File: config.mk
export PLATFORM = sky130hd
export DESIGN_NAME = mealy_run_detector_flat
export DESIGN_NICKNAME = d
export VERILOG_FILES = /design/src/rtl/fsm_pkg.sv /design/src/rtl/mealy_run_detector_if.sv /design/src/rtl/sat_counter.sv /design/src/rtl/mealy_run_detector.sv /design/src/flat_wrapper.sv
export SDC_FILE = /design/constraint.sdc
export NUM_CORES = 1
export LEC_CHECK = 0
export ABC_AREA = 0
export CELL_PAD_IN_SITES_DETAIL_PLACEMENT = 1
export CELL_PAD_IN_SITES_GLOBAL_PLACEMENT = 2
export CORE_ASPECT_RATIO = 1.25
export CORE_MARGIN = 5
export CORE_UTILIZATION = 26
export DETAILED_ROUTE_END_ITERATION = 8
export PLACE_DENSITY_LB_ADDON = 0.1
export SYNTH_ARGS = -nofsm -noshare
export SYNTH_HDL_FRONTEND = slang
export SYNTH_SLANG_ARGS = --single-unit
File: constraint.sdc
create_clock -name clk -period 1.8 [get_ports clk]
set_input_delay 0.36 -clock clk [delete_from_list [all_inputs] [get_ports clk]]
set_output_delay 0.36 -clock clk [all_outputs]
set_load 0.01 [all_outputs]
File: src/rtl/fsm_pkg.sv
// Shared definitions for the serial-stream FSM blocks: polarity encodings and
// the run-length legality check used at elaboration time.
// Latency: n/a (package). Backpressure: n/a (package).
package fsm_pkg;

  // Polarity select: bit 0 enables runs of ones, bit 1 enables runs of zeros.
  typedef enum logic [1:0] {
    POL_NONE  = 2'b00,
    POL_ONES  = 2'b01,
    POL_ZEROS = 2'b10,
    POL_BOTH  = 2'b11
  } pol_e;

  localparam int RUN_LEN_MIN = 2;
  localparam int RUN_LEN_MAX = 255;

  // Below two there is no "run"; above 255 the counter width assumptions break.
  function automatic bit run_len_ok(input int n);
    return (n >= RUN_LEN_MIN) && (n <= RUN_LEN_MAX);
  endfunction

  // Mask for a completed run of bit b under polarity select pol.
  function automatic logic pol_pass(input logic [1:0] pol, input logic b);
    return b ? pol[0] : pol[1];
  endfunction

endpackage

File: src/rtl/mealy_run_detector_if.sv
// Bundle of the serial input, run-time controls and detector outputs.
// Latency: n/a (wiring only). Backpressure: none, the stream is qualified by en.
// master: stream source / control side; slave: the detector.
interface mealy_run_detector_if #(
  parameter int CNT_W = 8
);
  logic             x;
  logic             en;
  logic [1:0]       pol;
  logic             ovl;
  logic             clr_cnt;
  logic             y;
  logic             y_q;
  logic             y_bit;
  logic [CNT_W-1:0] det_cnt;

  modport master (
    output x, en, pol, ovl, clr_cnt,
    input  y, y_q, y_bit, det_cnt
  );

  modport slave (
    input  x, en, pol, ovl, clr_cnt,
    output y, y_q, y_bit, det_cnt
  );
endinterface

File: src/rtl/sat_counter.sv
// Saturating up-counter with synchronous clear (clear wins over increment).
// Latency: count reflects inc one clock later. Backpressure: none, holds at all-ones.
// Ports: clk, rst_n (async active-low), inc, clr, cnt[W-1:0].
module sat_counter #(
  parameter int W = 8
) (
  input  logic         clk,
  input  logic         rst_n,
  input  logic         inc,
  input  logic         clr,
  output logic [W-1:0] cnt
);

  always_ff @(posedge clk or negedge rst_n) begin
    if (!rst_n) begin
      cnt <= '0;
    end else if (clr) begin
      cnt <= '0;
    end else if (inc && (cnt != '1)) begin
      cnt <= cnt + W'(1);
    end
  end

endmodule

File: src/rtl/mealy_run_detector.sv
// Mealy detector flagging the bit that completes a run of RUN_LEN identical bits.
// Latency: y combinational (0 clk); y_q and det_cnt 1 clk after y.
// Backpressure: none; bits are consumed only when en=1, state frozen otherwise.
// Ports: clk, rst (async active-low), bus (slave): x, en, pol, ovl, clr_cnt in;
//        y, y_q, y_bit, det_cnt out.
module mealy_run_detector
  import fsm_pkg::*;
#(
  parameter int RUN_LEN = 3,
  parameter int CNT_W   = 8,
  parameter int RC_W    = $clog2(RUN_LEN)
) (
  input logic                  clk,
  input logic                  rst,
  mealy_run_detector_if.slave  bus
);

  if (!run_len_ok(RUN_LEN)) begin : g_bad_run_len
    $error("mealy_run_detector: RUN_LEN must be in 2..255");
  end
  if (RC_W != $clog2(RUN_LEN)) begin : g_bad_rc_w
    $error("mealy_run_detector: RC_W is derived from RUN_LEN");
  end

  localparam logic [RC_W-1:0] RC_MAX = RC_W'(RUN_LEN - 1);

  logic            lb, lb_nxt;   // last consumed bit
  logic [RC_W-1:0] rc, rc_nxt;   // length of current run; 0 = no history
  logic            y_q_r;
  logic            match;
  logic            y;

  // The current bit would be the RUN_LEN-th of a run.
  assign match = (rc != '0) && (bus.x == lb) && (rc == RC_MAX);
  // Polarity only masks the flag; the run tracker ignores it.
  assign y     = bus.en && match && pol_pass(bus.pol, bus.x);

  always_comb begin
    lb_nxt = lb;
    rc_nxt = rc;
    if (bus.en) begin
      if ((rc == '0) || (bus.x != lb)) begin
        lb_nxt = bus.x;
        rc_nxt = RC_W'(1);
      end else if (!match) begin
        rc_nxt = rc + RC_W'(1);
      end else if (!bus.ovl) begin
        // Non-overlapping: the completing bit is consumed by this run.
        rc_nxt = '0;
      end
      // match with ovl=1: rc stays at RC_MAX so each further equal bit detects.
    end
  end

  always_ff @(posedge clk or negedge rst) begin
    if (!rst) begin
      lb    <= 1'b0;
      rc    <= '0;
      y_q_r <= 1'b0;
    end else begin
      lb    <= lb_nxt;
      rc    <= rc_nxt;
      y_q_r <= y;
    end
  end

  sat_counter #(.W(CNT_W)) u_det_cnt (
    .clk   (clk),
    .rst_n (rst),
    .inc   (y),
    .clr   (bus.clr_cnt),
    .cnt   (bus.det_cnt)
  );

  assign bus.y     = y;
  assign bus.y_q   = y_q_r;
  assign bus.y_bit = bus.x;

endmodule

File: src/flat_wrapper.sv
// flat-port wrapper written by rule: the top's interface ports become plain ports
module mealy_run_detector_flat import fsm_pkg::*;
#(
  parameter int RUN_LEN = 3,
  parameter int CNT_W   = 8,
  parameter int RC_W    = $clog2(RUN_LEN)
)
  (clk, rst, bus_x, bus_en, bus_pol, bus_ovl, bus_clr_cnt, bus_y, bus_y_q, bus_y_bit, bus_det_cnt);
  mealy_run_detector_if #(.CNT_W(CNT_W)) bus_i ();
  input logic clk;
  input logic rst;
  input wire logic [$bits(bus_i.x)-1:0] bus_x;
  input wire logic [$bits(bus_i.en)-1:0] bus_en;
  input wire logic [$bits(bus_i.pol)-1:0] bus_pol;
  input wire logic [$bits(bus_i.ovl)-1:0] bus_ovl;
  input wire logic [$bits(bus_i.clr_cnt)-1:0] bus_clr_cnt;
  output wire logic [$bits(bus_i.y)-1:0] bus_y;
  output wire logic [$bits(bus_i.y_q)-1:0] bus_y_q;
  output wire logic [$bits(bus_i.y_bit)-1:0] bus_y_bit;
  output wire logic [$bits(bus_i.det_cnt)-1:0] bus_det_cnt;
  assign bus_i.x = bus_x;
  assign bus_i.en = bus_en;
  assign bus_i.pol = bus_pol;
  assign bus_i.ovl = bus_ovl;
  assign bus_i.clr_cnt = bus_clr_cnt;
  assign bus_y = bus_i.y;
  assign bus_y_q = bus_i.y_q;
  assign bus_y_bit = bus_i.y_bit;
  assign bus_det_cnt = bus_i.det_cnt;
  mealy_run_detector #(.RUN_LEN(RUN_LEN), .CNT_W(CNT_W), .RC_W(RC_W)) u_core (.clk(clk), .rst(rst), .bus(bus_i));
endmodule
# Yosys cells after proc, flatten, opt, wreduce, memory -nomap -nowiden
# Index checks and enable logic that the tools add are counted.
[op_classes] addsub=2 eq_ne=5 mux=6 reduce_logical=11
[op_table] cell="two-way mux 8 bit" n=2
[op_table] cell="adder 8 x 1 -> 8 bit (second input constant)" n=1
[op_table] cell="inequality test 8 bit (second input constant)" n=1
[op_table] cell="two-way mux 2 bit" n=3
[op_table] cell="logical AND 1 bit" n=5
[op_table] cell="AND reduction 2 bit" n=2
[op_table] cell="nonzero test 2 bit" n=2
[op_table] cell="inequality test 3 bit (second input constant)" n=1
[op_table] cell="adder 2 x 1 -> 2 bit (second input constant)" n=1
[op_table] cell="equality test 2 bit (second input constant)" n=1
[op_table] cell="zero test 2 bit" n=1
[op_table] cell="equality test 1 bit" n=1
[op_table] cell="logical OR 1 bit" n=1
[op_table] cell="two-way mux 1 bit" n=1
[op_table] cell="inequality test 1 bit" n=1
[word_totals] regBits=12 in_bits=8 out_inout_bits=11

# Logic depth before layout (Yosys ltp)
# Gate-level depths: netlist of run 1.
[depth] word_depth=8 ltp_mapped=5 depth_no_buf=5

# Modules after synthesis
# Synthesis of run 1 repeated with hierarchy kept, for this count alone.
[unflattened] hier_cells=69 area_unflattened_um2=658.1
[modules_own_cells] module="sat_counter" instances=1 cells_per_inst=49 area_each_um2=464.2
[modules_own_cells] module="mealy_run_detector" instances=1 cells_per_inst=20 area_each_um2=193.9

# Worst setup path after synthesis of run 1
# No wires, ideal clock.
[synth_timing] path_kind="reg-to-reg" start="register u_core.u_det_cnt.cnt[0]" end="register u_core.u_det_cnt.cnt[5]" setup_ns=0.078 arrival_ns=1.503 required_time_ns=1.722 path_slack_ns=0.219 path_stages_with_launch=6 path_buffers=0 cell_sequence="dfrtp_1 ha_1 nand4_1 nand2b_1 or4_1 a21oi_1"
[synth_via] elab_chain_len=3 elab_cells_between_ends=6
[synth_rtl] element="from (decl)" line="sat_counter.sv:11" text="output logic [W-1:0] cnt"
[synth_rtl] element="from (signal assigned)" line="sat_counter.sv:20" text="cnt <= cnt + W'(1);"
[synth_rtl] element="adder 8 x 1 -> 8 bit or inequality test 8 bit (tied branches)" line="sat_counter.sv:20, sat_counter.sv:19"
[synth_rtl] element="two-way mux 8 bit or logical AND 1 bit (tied branches)" line="sat_counter.sv:19" text="end else if (inc && (cnt != '1)) begin"
[synth_rtl] element="two-way mux 8 bit or nonzero test 2 bit (tied branches)"
# Parallel ways exist; a longest one is shown, timed or not. The select of a mux whose other input is x is not followed.
# A chain may end at the register's enable or synchronous reset.

# Worst setup path in the final report of run 1
[layout_timing] start="input bus_pol[0]" end="register u_core.u_det_cnt.cnt[3]"
[layout_via] elab_chain_len=4
[layout_rtl] element="from (decl)" line="flat_wrapper.sv:14" text="input wire logic [$bits(bus_i.pol)-1:0] bus_pol;"
[layout_rtl] element="two-way mux 1 bit" line="fsm_pkg.sv:24" text="return b ? pol[0] : pol[1];"
[layout_rtl] element="logical AND 1 bit" line="mealy_run_detector.sv:36" text="assign y = bus.en && match && pol_pass(bus.pol, bus.x);"
[layout_rtl] element="logical AND 1 bit" line="sat_counter.sv:19"
[layout_rtl] element="nonzero test 2 bit (no line)"
# No other way between the ends.

==> results of run 1 <==
==> cell type report <==
| type | instances | area share, % |
|---|---|---|
| clock buffers | 3 | 2.42 |
| inverters | 1 | 0.403 |
| multi-input cells | 50 | 35.3 |
| flip-flops and latches | 12 | 32.3 |
| well taps | 33 | 4.44 |
| repair buffers | 26 | 25.1 |
==> worst max path at each step <==
stage,startpoint,end,cells after the start
2_1_floorplan,u_core.u_det_cnt.cnt[0]$_DFFE_PN0P_,u_core.u_det_cnt.cnt[5]$_DFFE_PN0P_,5
3_3_place_gp,bus_x,bus_y,5
3_5_place_dp,bus_x,bus_y,5
4_1_cts,u_core.lb$_DFFE_PN0P_,u_core.u_det_cnt.cnt[3]$_DFFE_PN0P_,5
5_1_grt,bus_pol[1],u_core.u_det_cnt.cnt[3]$_DFFE_PN0P_,6
6_report,bus_pol[0],u_core.u_det_cnt.cnt[3]$_DFFE_PN0P_,6
==> logic make-up (layout without fill, tap and decap cells) <==
kind of cell	count (synthesis)	in the layout	share of synthesized area [%]
and+or+nand+nor	25	25	23.2
AOI/OAI and AO/OA	20	20	18.8
DFF	12	12	46.9
buffers and inverters	4	30	2.93
xor gates and xnor gates	2	2	2.73
muxes	2	2	3.52
adders and majority gates	1	1	1.95
==> timing repair <==
| action | 4_1_cts | 5_1_grt |
|---|---|---|
| resized for setup | 5 | 1 |
| setup buffers | 0 | 0 |
| endpoints found under the setup margin | 6 | 2 |
| pin swaps | 1 | 0 |
==> per-stage QoR <==
stage	worst slack, ns	TNS, ns	utilization [%]	std cells	area (sq um)
after global routing	0.00535	0	38.8	125	931
after global placement	-0.439	-2.76	37.8	122	907
after floorplan	0.219	0	-	66	641
after detailed placement	-0.459	-3.01	37.8	122	907
after CTS	0.0725	0	38.4	125	923
final	0.0863	0	38.8	125	931
==> critical path, cell delays in order <==
cell and delay, ns:
clkdlybuf4s50_1 0.45, mux2_1 0.13, nand4_2 0.09, buf_4 0.21, or4_1 0.51, a21oi_1 0.15
==> sequential cells by signal (all words and copies together) (netlist names) <==
signal / cells
u_core.bus.y_q: 1
u_core.lb: 1
u_core.u_det_cnt.cnt: 8
u_core.rc: 2
==> metal layers <==
layer | wire length (um) | vias up | GRT usage [%]
met5 | 0 | - | 0
met3 | 56 | 2 | 2.04
li1 | - | 303 | -
met2 | 916 | 14 | 21.0
met1 | 733 | 320 | 12.0
met4 | 21 | 0 | 5.61
==> where the power goes <==
group	leakage (nW)	switching (W)	internal (W)	total [W]
Clock	0.0138	0.0000875	0.0000773	0.000165
Combinational	0.188	0.0000345	0.0000479	0.0000823
Sequential	0.161	0.0000134	0.000283	0.000296
==> layout by cell type, fill, tap and decap left out, types with 2 or more instances in the layout <==
master,count
a21oi_1,7
or3_1,2
nand2_1,4
nand3_1,5
buf_4,8
clkbuf_4,3
dfrtp_1,12
clkdlybuf4s50_1,16
o21ai_0,6
nor3_1,2
nand2b_1,2
o31ai_1,4
or4_1,4
nand4_1,2
==> results.md, run 1 <==
* Status: finished, final reports clean
* Count of unique library cells instantiated by Yosys at 27
* CP arrival at around 1.9 ns
* Fin crit share at about 95%
* Top-count cell post-synth: dfrtp_1
* Final min period at about 1.7 ns
* Die Y at about 65 um
* CTS tree: yes
* Synth Instances at 66
* Total power at 0.000544 W
* Dominant cells by area after synthesis: dfrtp_1 47%, a21oi_1 5.5%, o21ai_0 4.7%, o31ai_1 4.7%, or4_1 4.7%
* Reg-to-reg slack, setup at approximately 0.14 ns
* H-tree depth at 1
* WL per Instance at between 10 and 15 um
* Crit Path Max Fanout at 16
* Mapped Avg Cell Area at between 9 and 10 sq um
* Commonest cells in the netlist: 12 x dfrtp_1, 7 x a21oi_1, 6 x o21ai_0, 5 x nand3_1
* Fmax at 584 MHz
* Number of synthesized flops with an enable pin at 0
* Setup violators final at 0
* Yosys warns at 0
* Max Buffers Root-to-Sink at 2
* PortBufs at 18
* PD cells at slightly below 600 nW/um^2
* Syn Nets at 75
* Post-synth top flop: dfrtp_1
* DRT antenna net count at 0
* Multi-input logic area at about 330 sq um
* Max_slew headroom at roughly 63%
* Layout Nets at a little over 100
* Actual slew at the worst max-slew pin at approximately 0.55 ns
* GRT Util Overall at a little under an eighth
* FF+latch count, synth at 12
* Row count at 20
* CTS sink cnt at 12
* Mapped cell area at roughly 640 sq um
* Io pins at 19
* Clk Latency, worst-skew pair at between 0.2 and 0.3 ns
* Pins Over Slew Limit at 0
* Leakage at ~0.36 nW
* Routed wire length at around 1700 um
* Die ar. at roughly 3600 sq um
* Final Skew at approximately 0.00084 ns
* Detailed-route via count at 639
* Worst r2r dst: u_core.u_det_cnt.cnt[3]$_DFFE_PN0P_
* Global-route wire length before repair at between 3000 and 4000 um
* Via density at ~5.1
* GRT overflow at 0
* Share of the synthesized area in the top cell type at between 40 and 50%
* Final Hold Fails at 0
* Final hold slack at roughly 0.45 ns
* Vias in the first global route at 725
* Seq. cell area at between 300 and 400 sq um
* Detailed Place HPWL at 1330 um
* Gp weighted congestion at approximately 0.68
* Max cap viols at 0
* R2R cell count at 5
* CTS Root Cell: clkbuf_4
* Startpoint types: input pin
* Post-CTS Hold Fix Bufs at 0
* CP required at ~2 ns
* Die extent in x at around 54 um
* Area Overhead vs Synth at 45.3%
* Ys async rst share at 100%
* Worst Setup End Kind: flop
* R2r startpoint: u_core.lb$_DFFE_PN0P_
* RSZ-0062 raised after global routing: false
* VDD IR-drop max at about 240 uV
* Worst min path class: in2async
* Layout cells sized above 1 at 17.4%
* Fill cells at just over 300
* Core area at about 2400 sq um
* WS Path Type: in2reg
* Synth area leader: dfrtp_1
* Clock-pin slew on the worst setup and hold paths at 0.07 ns
* Drt pass-1 iters at 4
* Residual DRC count at 0
* Initial DRC count at 1
* Sequential fraction of the synthesis area at 46.9%
* CTS buffer count at 3
* Initial antenna violation count at 0
* Largest net degree at the start of global routing at 17
* Antenna diodes at 0
* Starting density of the core at approximately a quarter
Power figures use the tool's default switching activity.
==> run 2: changes to the inputs <==
--- a/config.mk
+++ b/config.mk
@@ -9,10 +9,12 @@
 export CELL_PAD_IN_SITES_DETAIL_PLACEMENT = 1
 export CELL_PAD_IN_SITES_GLOBAL_PLACEMENT = 2
 export CORE_ASPECT_RATIO = 1.25
-export CORE_MARGIN = 5
+export CORE_MARGIN = 1
 export CORE_UTILIZATION = 26
+export CTS_CLUSTER_SIZE = 25
 export DETAILED_ROUTE_END_ITERATION = 8
 export PLACE_DENSITY_LB_ADDON = 0.1
+export SKIP_LAST_GASP = 1
 export SYNTH_ARGS = -nofsm -noshare
 export SYNTH_HDL_FRONTEND = slang
 export SYNTH_SLANG_ARGS = --single-unit
==> results.md, run 2 (synthesized netlist as in run 1, its figures left out) <==
* Status: finished, final reports clean
* Biggest regs: u_core.u_det_cnt.cnt x8, u_core.rc x2
* Initial DRC count at 5 (+4)
* Drt pass-1 iters at 4 (unchanged)
* R2R cell count at 5 (unchanged)
* Max cap viols at 0 (unchanged)
* Actual slew at the worst max-slew pin at 0.582 ns (+0.0332 ns)
* CTS Root Cell: clkbuf_4
* Max Buffers Root-to-Sink at 2 (unchanged)
* Detailed Place HPWL at 1270 um (-4.4%)
* Die extent in x at 46.4 um (-15%)
* CTS buffer count at 3 (unchanged)
* Most frequent cells in the layout: 16 x clkdlybuf4s50_1, 12 x dfrtp_1, 7 x a21oi_1, 7 x buf_4, 6 x o21ai_0
* Worst min path class: in2async
* Top reg by flops: u_core.u_det_cnt.cnt
* DRT antenna net count at 0 (unchanged)
* Setup_tns at 0 ns (unchanged)
* RSZ-0062 raised after global routing: false
* Routed wire length at 1720 um (-0.23%)
* H-tree depth at 1 (unchanged)
* GRT Util Overall at 15.4% (+3.9 points)
* Final Hold Fails at 0 (unchanged)
* Fin crit share at 94.9% (-0.33 points)
* Die ar. at 2670 sq um (-25%)
* Gp weighted congestion at 0.699 (+3.2%)
* Final min period at 1.71 ns (-0.00586 ns)
* Startpoint types: flop
* Detailed-route via count at 637 (-0.31%)
* Internal cell power at 0.000410 W (+0.37%)
* Core area at 2260 sq um (-6.0%)
* Pins Over Slew Limit at 0 (unchanged)
* Clk Latency, worst-skew pair at 0.27 ns (about the same)
* CP arrival at 1.90 ns (about the same)
* Sequential share of power at 54.3% (-0.2 points)
* Leakage at 0.364 nW (+0.23%)
* Pre-CTS WS at -0.457 ns (+0.00137 ns)
* Fmax at 586 MHz (+0.34%)
* Largest net degree at the start of global routing at 17 (unchanged)
* Crit path max-delay cell type: or4_1
* Final Skew at 0.00346 ns (+0.00262 ns)
* Total power at 0.000547 W (+0.69%)
* Cell Chain, Critical Path: xnor2_2 > nand4_2 > buf_6 > or4_1 > a21oi_1
* Fill cells at 273 (-11%)
* Net Switching at 0.000138 W (+1.7%)
* Sw Ratio at 25.1% (+0.24 points)
* Antenna diodes at 0 (unchanged)
* Initial antenna violation count at 0 (unchanged)
* Placed Instances at 119 (-2.5%)
* CTS tree: yes
* Io pins at 19 (unchanged)
* Final WS setup at 0.0922 ns (+0.00586 ns)
* Via density at 5.18 (+1.3%)
* Number of flip-flops in the largest register at 8 (unchanged)
* Layout cells sized above 1 at 17.4% (unchanged)
* Clock-pin slew on the worst setup and hold paths at 0.08 ns (about the same)
* Clock power frac at 30.3% (about the same)
* Residual DRC count at 0 (unchanged)
* Row count at 19 (-5.0%)
* Layout Nets at 103 (unchanged)
* Crit Path Max Fanout at 16 (unchanged)
* VDD IR-drop max at 266 uV (+9.4%)
* Non-Filler Instances at 123 (-1.6%)
* GRT overflow at 0 (unchanged)
* WL per Instance at 14.0 um (+1.4%)
* CP required at 1.99 ns (about the same)
* Setup violators final at 0 (unchanged)
* Final hold slack at 0.459 ns (+0.0138 ns)
* Comb pwr share at 15.4% (+0.3 points)
* Worst Setup End Kind: flop
* Max_slew headroom at 61.1% (-2.2 points)
* Starting density of the core at 28.4% (+1.7 points)
* Vias in the first global route at 696 (-4.0%)
* Slowest stage delay, CP at 0.50 ns (about the same)
* Global-route wire length before repair at 2910 um (-3.0%)
* PortBufs at 18 (unchanged)
* Die Y at 57.5 um (-12%)
* WS Path Type: reg2reg
* Most common cell after layout, fill and taps aside: clkdlybuf4s50_1
* PD cells at 587 nW/um^2 (+0.56%)
* Area Overhead vs Synth at 45.5%
* CTS sink cnt at 12 (unchanged)
## run 2: cell count changes in the layout (fill, tap and decap cells not counted)
cell,previous run,this run
buf_2,1,0
buf_4,8,7
buf_6,0,1
clkbuf_2,0,1
## run 2: final cells by class
type                       count  area [sq um]  area share, %
multi-input combinational     50           329           35.3
clock buffer                   3          22.5           2.42
tap                           31          38.8           4.16
sequential                    12           300           32.2
inverter                       1          3.75          0.403
timing repair buffer          26           238           25.5
## run 2: power by group through the flow
stage | clock network [W] | registers, W | logic (W)
final | 0.000166 | 0.000297 | 0.0000842
after global routing | 0.000190 | 0.000300 | 0.0000927
after CTS | 0.000178 | 0.000297 | 0.0000808
after floorplan | 0 | 0.000300 | 0.0000347
after global placement | 0 | 0.000301 | 0.0000786
after detailed placement | 0 | 0.000302 | 0.0000788
## run 2: worst paths after layout
check | to | slack [ns] | start
min in group clk | u_core.rc[1]$_DFFE_PN0P_ | 0.52 | u_core.rc[1]$_DFFE_PN0P_
max reg2reg | u_core.u_det_cnt.cnt[3]$_DFFE_PN0P_ | 0.09 | u_core.lb$_DFFE_PN0P_
max | u_core.u_det_cnt.cnt[3]$_DFFE_PN0P_ | 0.09 | u_core.lb$_DFFE_PN0P_
min reg2reg | u_core.rc[1]$_DFFE_PN0P_ | 0.52 | u_core.rc[1]$_DFFE_PN0P_
max in group asynchronous | u_core.u_det_cnt.cnt[3]$_DFFE_PN0P_ | 0.96 | rst
min | u_core.u_det_cnt.cnt[1]$_DFFE_PN0P_ | 0.46 | rst
## run 2: layer usage
layer	GRT usage, %	routed length, um
met5	0	0
met4	7.56	16
met3	2.85	88
met2	28.2	954
met1	15.7	664
## run 2: metrics by stage
stage	instance area, sq um	utilization (%)
finish	932	41.3
detailed placement	897	39.7
CTS	926	41.0
global placement	897	39.7
global route	932	41.3
floorplan	641	-
## run 2: repair_timing
item | in CTS | in global routing
pin swaps | 1 | 1
setup endpoints to repair | 6 | 4
gates resized for setup | 4 | 2
hold buffers | 0 | 0
hold endpoints to repair | 0 | 0
setup buffers | 0 | 1
## run 2: critical path: cells and delay by family, from the launching register on
| family | cells | cell delay [ns] |
|---|---|---|
| flops | 1 | 0.43 |
| compound gates | 1 | 0.15 |
| simple gates | 2 | 0.65 |
| buf+inv | 1 | 0.18 |
| xor+xnor | 1 | 0.21 |
